--- src/rtl/cache_fill_fsm.sv ---
// Cache line fill controller: on a miss, reads the eight 16-bit words of the
// 16-byte block from memory, writes each into the data array, then writes the tag.
module cache_fill_fsm (
    input  logic        clk,
    input  logic        rst_n,
    input  logic        miss_detected,
    input  logic [15:0] miss_address,
    input  logic [15:0] memory_data,
    input  logic        memory_data_valid,
    output logic        fsm_busy,
    output logic        mem_read_en,
    output logic [15:0] memory_address,
    output logic        write_data_array,
    output logic        write_tag_array,
    output logic [15:0] cache_fill_addr,
    output logic [15:0] cache_data
);

    typedef enum logic [1:0] {
        IDLE = 2'd0,
        FILL = 2'd1,
        TAG  = 2'd2
    } state_t;

    state_t      state_reg, state_next;
    logic [15:0] base_reg, base_next;
    logic [3:0]  req_cnt_reg, req_cnt_next;
    logic [3:0]  rsp_cnt_reg, rsp_cnt_next;

    always_ff @(posedge clk or negedge rst_n) begin
        if (!rst_n) begin
            state_reg   <= IDLE;
            base_reg    <= 16'h0000;
            req_cnt_reg <= 4'd0;
            rsp_cnt_reg <= 4'd0;
        end else begin
            state_reg   <= state_next;
            base_reg    <= base_next;
            req_cnt_reg <= req_cnt_next;
            rsp_cnt_reg <= rsp_cnt_next;
        end
    end

    always_comb begin
        state_next       = state_reg;
        base_next        = base_reg;
        req_cnt_next     = req_cnt_reg;
        rsp_cnt_next     = rsp_cnt_reg;
        fsm_busy         = 1'b0;
        mem_read_en      = 1'b0;
        memory_address   = 16'h0000;
        write_data_array = 1'b0;
        write_tag_array  = 1'b0;
        cache_fill_addr  = 16'h0000;
        cache_data       = 16'h0000;

        case (state_reg)
            IDLE: begin
                if (miss_detected) begin
                    state_next   = FILL;
                    base_next    = {miss_address[15:4], 4'h0};
                    req_cnt_next = 4'd0;
                    rsp_cnt_next = 4'd0;
                end
            end

            FILL: begin
                fsm_busy = 1'b1;
                if (req_cnt_reg < 4'd8) begin
                    mem_read_en    = 1'b1;
                    memory_address = base_reg + {11'd0, req_cnt_reg, 1'b0};
                    req_cnt_next   = req_cnt_reg + 4'd1;
                end
                // Only accept a response when a request is actually outstanding.
                if (memory_data_valid && (rsp_cnt_reg < req_cnt_reg)) begin
                    write_data_array = 1'b1;
                    cache_data       = memory_data;
                    cache_fill_addr  = base_reg + {11'd0, rsp_cnt_reg, 1'b0};
                    rsp_cnt_next     = rsp_cnt_reg + 4'd1;
                    if (rsp_cnt_reg == 4'd7) begin
                        state_next = TAG;
                    end
                end
            end

            TAG: begin
                fsm_busy        = 1'b1;
                write_tag_array = 1'b1;
                cache_fill_addr = base_reg;
                state_next      = IDLE;
            end

            default: begin
                state_next = IDLE;
            end
        endcase
    end

endmodule

--- config.mk ---
export PLATFORM = sky130hd
export DESIGN_NAME = cache_fill_fsm
export DESIGN_NICKNAME = d
export VERILOG_FILES = /design/src/rtl/cache_fill_fsm.sv
export SDC_FILE = /design/constraint.sdc
export NUM_CORES = 1
export LEC_CHECK = 0
export CAP_MARGIN = 20
export CORE_MARGIN = 2
export CORE_UTILIZATION = 39
export DETAILED_ROUTE_END_ITERATION = 10
export PLACE_DENSITY = 0.78
export SYNTH_ARGS = -nofsm -noshare
export SYNTH_HDL_FRONTEND = slang
export SYNTH_SLANG_ARGS = --single-unit
--- constraint.sdc ---
create_clock -name clk -period 1.9 [get_ports clk]
set_clock_uncertainty 0.1 [all_clocks]
set_input_delay 0.19 -clock clk [delete_from_list [all_inputs] [get_ports clk]]
set_output_delay 0.19 -clock clk [all_outputs]
set_load 0.005 [all_outputs]
==> results of run 1 <==
final timing paths:
| check | startpoint | to | cells past startpoint |
|---|---|---|---|
| min reg2reg | base_reg[13] | base_reg[13] | 2 |
| min in group clk | miss_address[8] | base_reg[8] | 2 |
| max | rsp_cnt_reg[3] | cache_fill_addr[12] | 9 |
| max reg2reg | rsp_cnt_reg[3] | rsp_cnt_reg[0] | 9 |
| min | rst_n | base_reg[12] | 2 |
| max in group asynchronous | rst_n | rsp_cnt_reg[3] | 2 |
per-stage QoR:
step | cells | util, %
3_5_place_dp | 421 | 63.5
5_1_grt | 467 | 79.3
3_3_place_gp | 421 | 63.5
6_report | 467 | 79.3
4_1_cts | 460 | 76.0
2_1_floorplan | 241 | -
routing by layer:
layer	global-route usage, %	vias up
met3	4.62	53
li1	-	1205
met2	50.4	214
met4	10.7	0
met5	0	-
met1	37.8	1313
kinds of logic after synthesis:
kind of cell,count (synthesis)
compound gates,48
buf+inv,35
mux,16
flops,22
other cells,1
fa+ha+maj,12
xor+xnor,5
simple gates,101
Yosys cell counts (all sizes together):
master and number:
o211a 1, nand3 10, and2b 1, and2 4, and4 3, nand4 7
nand4b 3, xnor2 3, o22ai 2, o221ai 1, mux2 14, nor4b 1
o21a 2, and3 26, o21ai 10, nor3 6, conb 1, nor2b 1
inv 12, xor2 2, buf 13, o31a 2, o211ai 2, ha 12
nand3b 2, or3 1, nand2b 3, a21o 1, a22o 2, mux2i 2
a41oi 9, nor3b 2, o2111ai 2, nand2 18, a21oi 8, clkbuf 10
a32o 2, a31oi 4, nor2 12, dfrtp 22, nor4 1
timing repair:
item / 4_1_cts / 5_1_grt
endpoints found under the hold margin: 0 / 0
setup buffers: 34 / 13
gates cloned: 3 / 0
gates resized for setup: 274 / 41
setup endpoints to repair: 53 / 56
pin swaps: 57 / 18
final cells by class:
type	instances	share of cell area (%)
Multi-Input combinational cell	186	43.8
Timing Repair Buffer	173	37.8
Sequential cell	22	13.7
Tap cell	70	2.18
Clock buffer	4	1.37
Inverter	12	1.12
power breakdown:
group          internal [mW]  leakage [nW]  switching (mW)
clock network          0.185        0.0288           0.179
logic                   2.79          1.51            2.58
registers              0.670         0.272           0.151
worst max-delay path, stage by stage, from the launching register on:
cell and delay (ns):
dfrtp_2 0.47, ha_4 0.28, o211ai_1 0.07, buf_4 0.16
buf_6 0.12, o211a_4 0.24, buf_4 0.14, a41oi_2 0.14
o22ai_1 0.13, buf_2 0.15
==> results.cfg, run 1 <==
[floorplanning]
dieArea_um2 = 5790
die_height_um = 76.1
width_of_the_die_um = 76.1
num_io_pins = 88
floorplan.initialDensity_pct = 39.9
fp-row-count = 26
core_region_area_um2 = 5070

[grt]
grt_start_max_net_pins = 23
gr-total-overflow = 0
wire_length_of_the_first_global_routing_pass_um = 14000
vias_in_the_first_global_route = 2823
global_route.usage.total_pct = 29.5
grt_antenna_before_repair = 0

[drt]
dr.max_layer_used = met4
number_of_vias_after_detailed_routing = 2785
drt_pass1_iterations = 6
route.final.wire_length_um = 9080
drcViolationCount = 0
routed_via_density = 5.96
m1WireLength_um = 3570
wl_met3_um = 804
met2_length_um = 4230
routedWlPerCell_um = 19.4
drtAntennaViolNets = 0
detail_route.iter0.violations = 289

[yosys]
yosys.area_share.adder_pct = 7.41
synth.ff_latch_count = 22
post_synth_main_area_contributors = dfrtp_1 27%, and3_1 8.0%, ha_1 7.4%
synth-compound-area-share_pct = 16.9
netlist_area_um2 = 2030
synth.yosys.seq_area_share_pct = 27.2
main_combinational_cell_family_by_area_after_synthesis = simple AND/OR/NAND/NOR gates
yosysWarnings = 0
post_synth_inst_count = 240
synth_xor_area_share_pct = 2.16
post_synth_num_cell_types = 48
post_synth_and_or_nand_nor_area_fraction_pct = 29.1
proportion_of_synthesized_area_in_mux_cells_pct = 8.96
yosysTopAreaCellShare_pct = 27.2
postSynthAreaPerCell_um2 = 8.44
cell_type_with_the_highest_aggregate_area_in_the_netlist = dfrtp_1

[clocking]
postCtsHoldBufs = 0
tritoncts.num_buffers = 3
tritoncts = yes
cts.sinks = 22
clock_tree.htree_level_count = 1
clk_latency_ns = 0.27
clock-root-buffer = clkbuf_8
cts.path.max_buffers = 2
cts.clk_slew.worst_paths_ns = 0.09

[final_layout]
n_fill_cell = 321
layout_common_cells = 64 x buf_4, 44 x buf_6, 31 x clkdlybuf4s50_1
multiInputGateArea_um2 = 1760
finish.net_count = 446
antennaDiodeCount = 0
flip_flop_count_of_the_largest_register_after_layout = 12
drive_gt1_share_pct = 56.9
layout.area.seq_um2 = 552
final_area_um2 = 4020
area_growth_syn_to_layout_pct = 98.6
mostFrequentLayoutCell = buf_4

[critical_path]
path_max_fanout = 5
r2r_slack_ns = -0.28
setup.worst_path.end_class = primary output
setup.worst_path.start_class = register
critical_path_required_ns = 1.61
worst_ep_arrival_time_ns = 2.16
critPathKind = register to primary output

[timing]
max_freq_ghz = 0.408
setup_viol = 43
final-max-slew-violation-count = 0
hold_slack_ns = 0.185
fin_tns_setup_ns = -14.86
final_hold_viol_count = 0
rsz0062_at_grt = true
timing.final.crit_period_ns = 2.45
layout_setup_ws_ns = -0.549
min_period_over_period_pct = 129

[power_and_ir_drop]
power_density_nw_per_um2 = 1630
power_leakage_nw = 1.81
worst_ir_drop_vdd_mv = 1.29
fin_total_pwr_mw = 6.55

[place]
place_hpwl_um = 5110
globalplace.congestion = 0.906
place_ws_ns = -0.490
place.port_buffers = 81
placedInstanceArea_um2 = 3220

[run_status]
failed_checks = negative setup slack
run_status = finished with violations

[worst_hold_path]
hp-class = input port to asynchronous set/reset pin

[run]
cap_viol_max_count = 0
Note: power is estimated with default switching activity, not from simulation.
==> run 2: changes to the inputs <==
Settings changed: CAP_MARGIN 20 to unset, SKIP_CTS_REPAIR_TIMING set to 1.
==> run 2 against run 1 <==
Highest routed layer unchanged. Largest cell class unchanged. Worst hold slack worse by 0.0048 ns. Final cell count is 3.6% lower. The run still ends with negative setup slack left. Die area did not move. Wire length down 8.2%.
==> results.cfg, run 2 (synthesis gave the netlist of run 1 again) <==
[power_and_ir_drop]
power_density_nw_per_um2 = 1560
worst_ir_drop_vdd_mv = 1.06
power_leakage_nw = 1.87

[timing]
setup_viol = 41
rsz0062_at_grt = true
final_hold_viol_count = 0
layout_setup_ws_ns = -0.555
max_freq_ghz = 0.407
min_period_over_period_pct = 129
final-max-slew-violation-count = 0
timing.final.crit_period_ns = 2.45

[final_layout]
layout_common_cells = 59 x buf_4, 32 x clkdlybuf4s50_1, 27 x buf_6
flip_flop_count_of_the_largest_register_after_layout = 12
antennaDiodeCount = 0
n_fill_cell = 339
post_route_core_utilization_pct = 75.1
final_area_um2 = 3810
fin_cells = 450
mostFrequentLayoutCell = buf_4
finish.net_count = 429
drive_gt1_share_pct = 49.2
area_growth_syn_to_layout_pct = 88.2

[critical_path]
timing.critical_path.depth = 10
cpMostUsedCell = buf_4
cp.buffers_inverters = 5
cpMaxStageDelayCell = dfrtp_1
worst_r2r_path_depth = 10
worst_ep_arrival_time_ns = 2.16
path_max_fanout = 7
cp_slowest_stage_delay_ns = 0.37
critical_path_required_ns = 1.61
setup.worst_path.end_class = primary output
critPathKind = register to primary output
worstPathCellList = inv_1 > ha_1 > o211ai_1 > buf_4 > buf_6 > o211a_4 > buf_4 > a41oi_2 > mux2i_1 > buf_2
delay_heaviest_family_cp = buffers and inverters
setup.worst_path.start_class = register

[place]
place_ws_ns = -0.490
place_inst = 421
placedInstanceArea_um2 = 3220
globalplace.congestion = 0.906
place_hpwl_um = 5110
place.port_buffers = 81

[grt]
grt_antenna_before_repair = 0
top_usage_layer = met2
grt_use_met1_pct = 30.0
wire_length_of_the_first_global_routing_pass_um = 10800
vias_in_the_first_global_route = 2377
routing_usage_on_met2_pct = 38.2
gr-total-overflow = 0
global_route.usage.total_pct = 22.4
grt_start_max_net_pins = 23
met3_usage_pct = 2.84

[worst_hold_path]
hp-class = input port to asynchronous set/reset pin

[floorplanning]
fp-row-count = 26
die_height_um = 76.1
core_region_area_um2 = 5070
num_io_pins = 88
dieArea_um2 = 5790
floorplan.initialDensity_pct = 39.9
width_of_the_die_um = 76.1

[clocking]
clock_tree.htree_level_count = 1
cts.path.max_buffers = 2
cts.clk_slew.worst_paths_ns = 0.09
clock-root-buffer = clkbuf_8
tritoncts.num_buffers = 3
clk_latency_ns = 0.26
tritoncts = yes
cts.sinks = 22

[run_status]
run_status = finished with violations
failed_checks = negative setup slack

[drt]
routed_via_density = 5.89
drt_pass1_iterations = 7
routedWlPerCell_um = 18.5
drcViolationCount = 0
number_of_vias_after_detailed_routing = 2649
detail_route.iter0.violations = 247
drtAntennaViolNets = 0
route.final.wire_length_um = 8340

[run]
cap_viol_max_count = 0
run 2: power by group:
part           total (mW)  leakage, nW  switching (mW)  internal, mW
registers           0.845        0.272           0.174         0.670
logic                4.76         1.57            2.28          2.48
clock network       0.349       0.0288           0.164         0.185
total                5.95         1.87            2.62          3.33
run 2: layout make-up:
type | instances | area, um2 | share of cell area (%)
multi-input combinational | 186 | 1670 | 43.7
timing repair buffer | 156 | 1410 | 36.9
sequential | 22 | 552 | 14.5
tap | 70 | 87.6 | 2.30
clock buffer | 4 | 55.1 | 1.44
inverter | 12 | 45.0 | 1.18
run 2: through the flow:
stage | hold WS [ns] | setup TNS, ns | total power, mW
after CTS | 0.186 | -30.16 | 4.91
after floorplan | -0.206 | 0 | 2.64
after global routing | 0.230 | -17.35 | 6.29
final | 0.180 | -14.70 | 5.95
after global placement | 0.440 | -14.45 | 4.43
after detailed placement | 0.474 | -15.73 | 4.54
run 2: routing by layer:
layer	share of wire, %	wire (um)	up-vias
li1	-	-	1168
met1	39	3280	1274
met2	50	4170	174
met3	8.0	664	33
met4	2.7	224	0
met5	0	0	-
run 2: path summary, 6_finish.rpt:
path | from | to | slack [ns]
min | rst_n | base_reg[8] | 0.18
max | req_cnt_reg[2] | cache_fill_addr[11] | -0.55
max in group asynchronous | rst_n | rsp_cnt_reg[3] | 1.25
min reg2reg | base_reg[7] | base_reg[7] | 0.51
max reg2reg | req_cnt_reg[2] | rsp_cnt_reg[3] | -0.37
min in group clk | miss_address[4] | base_reg[4] | 0.44
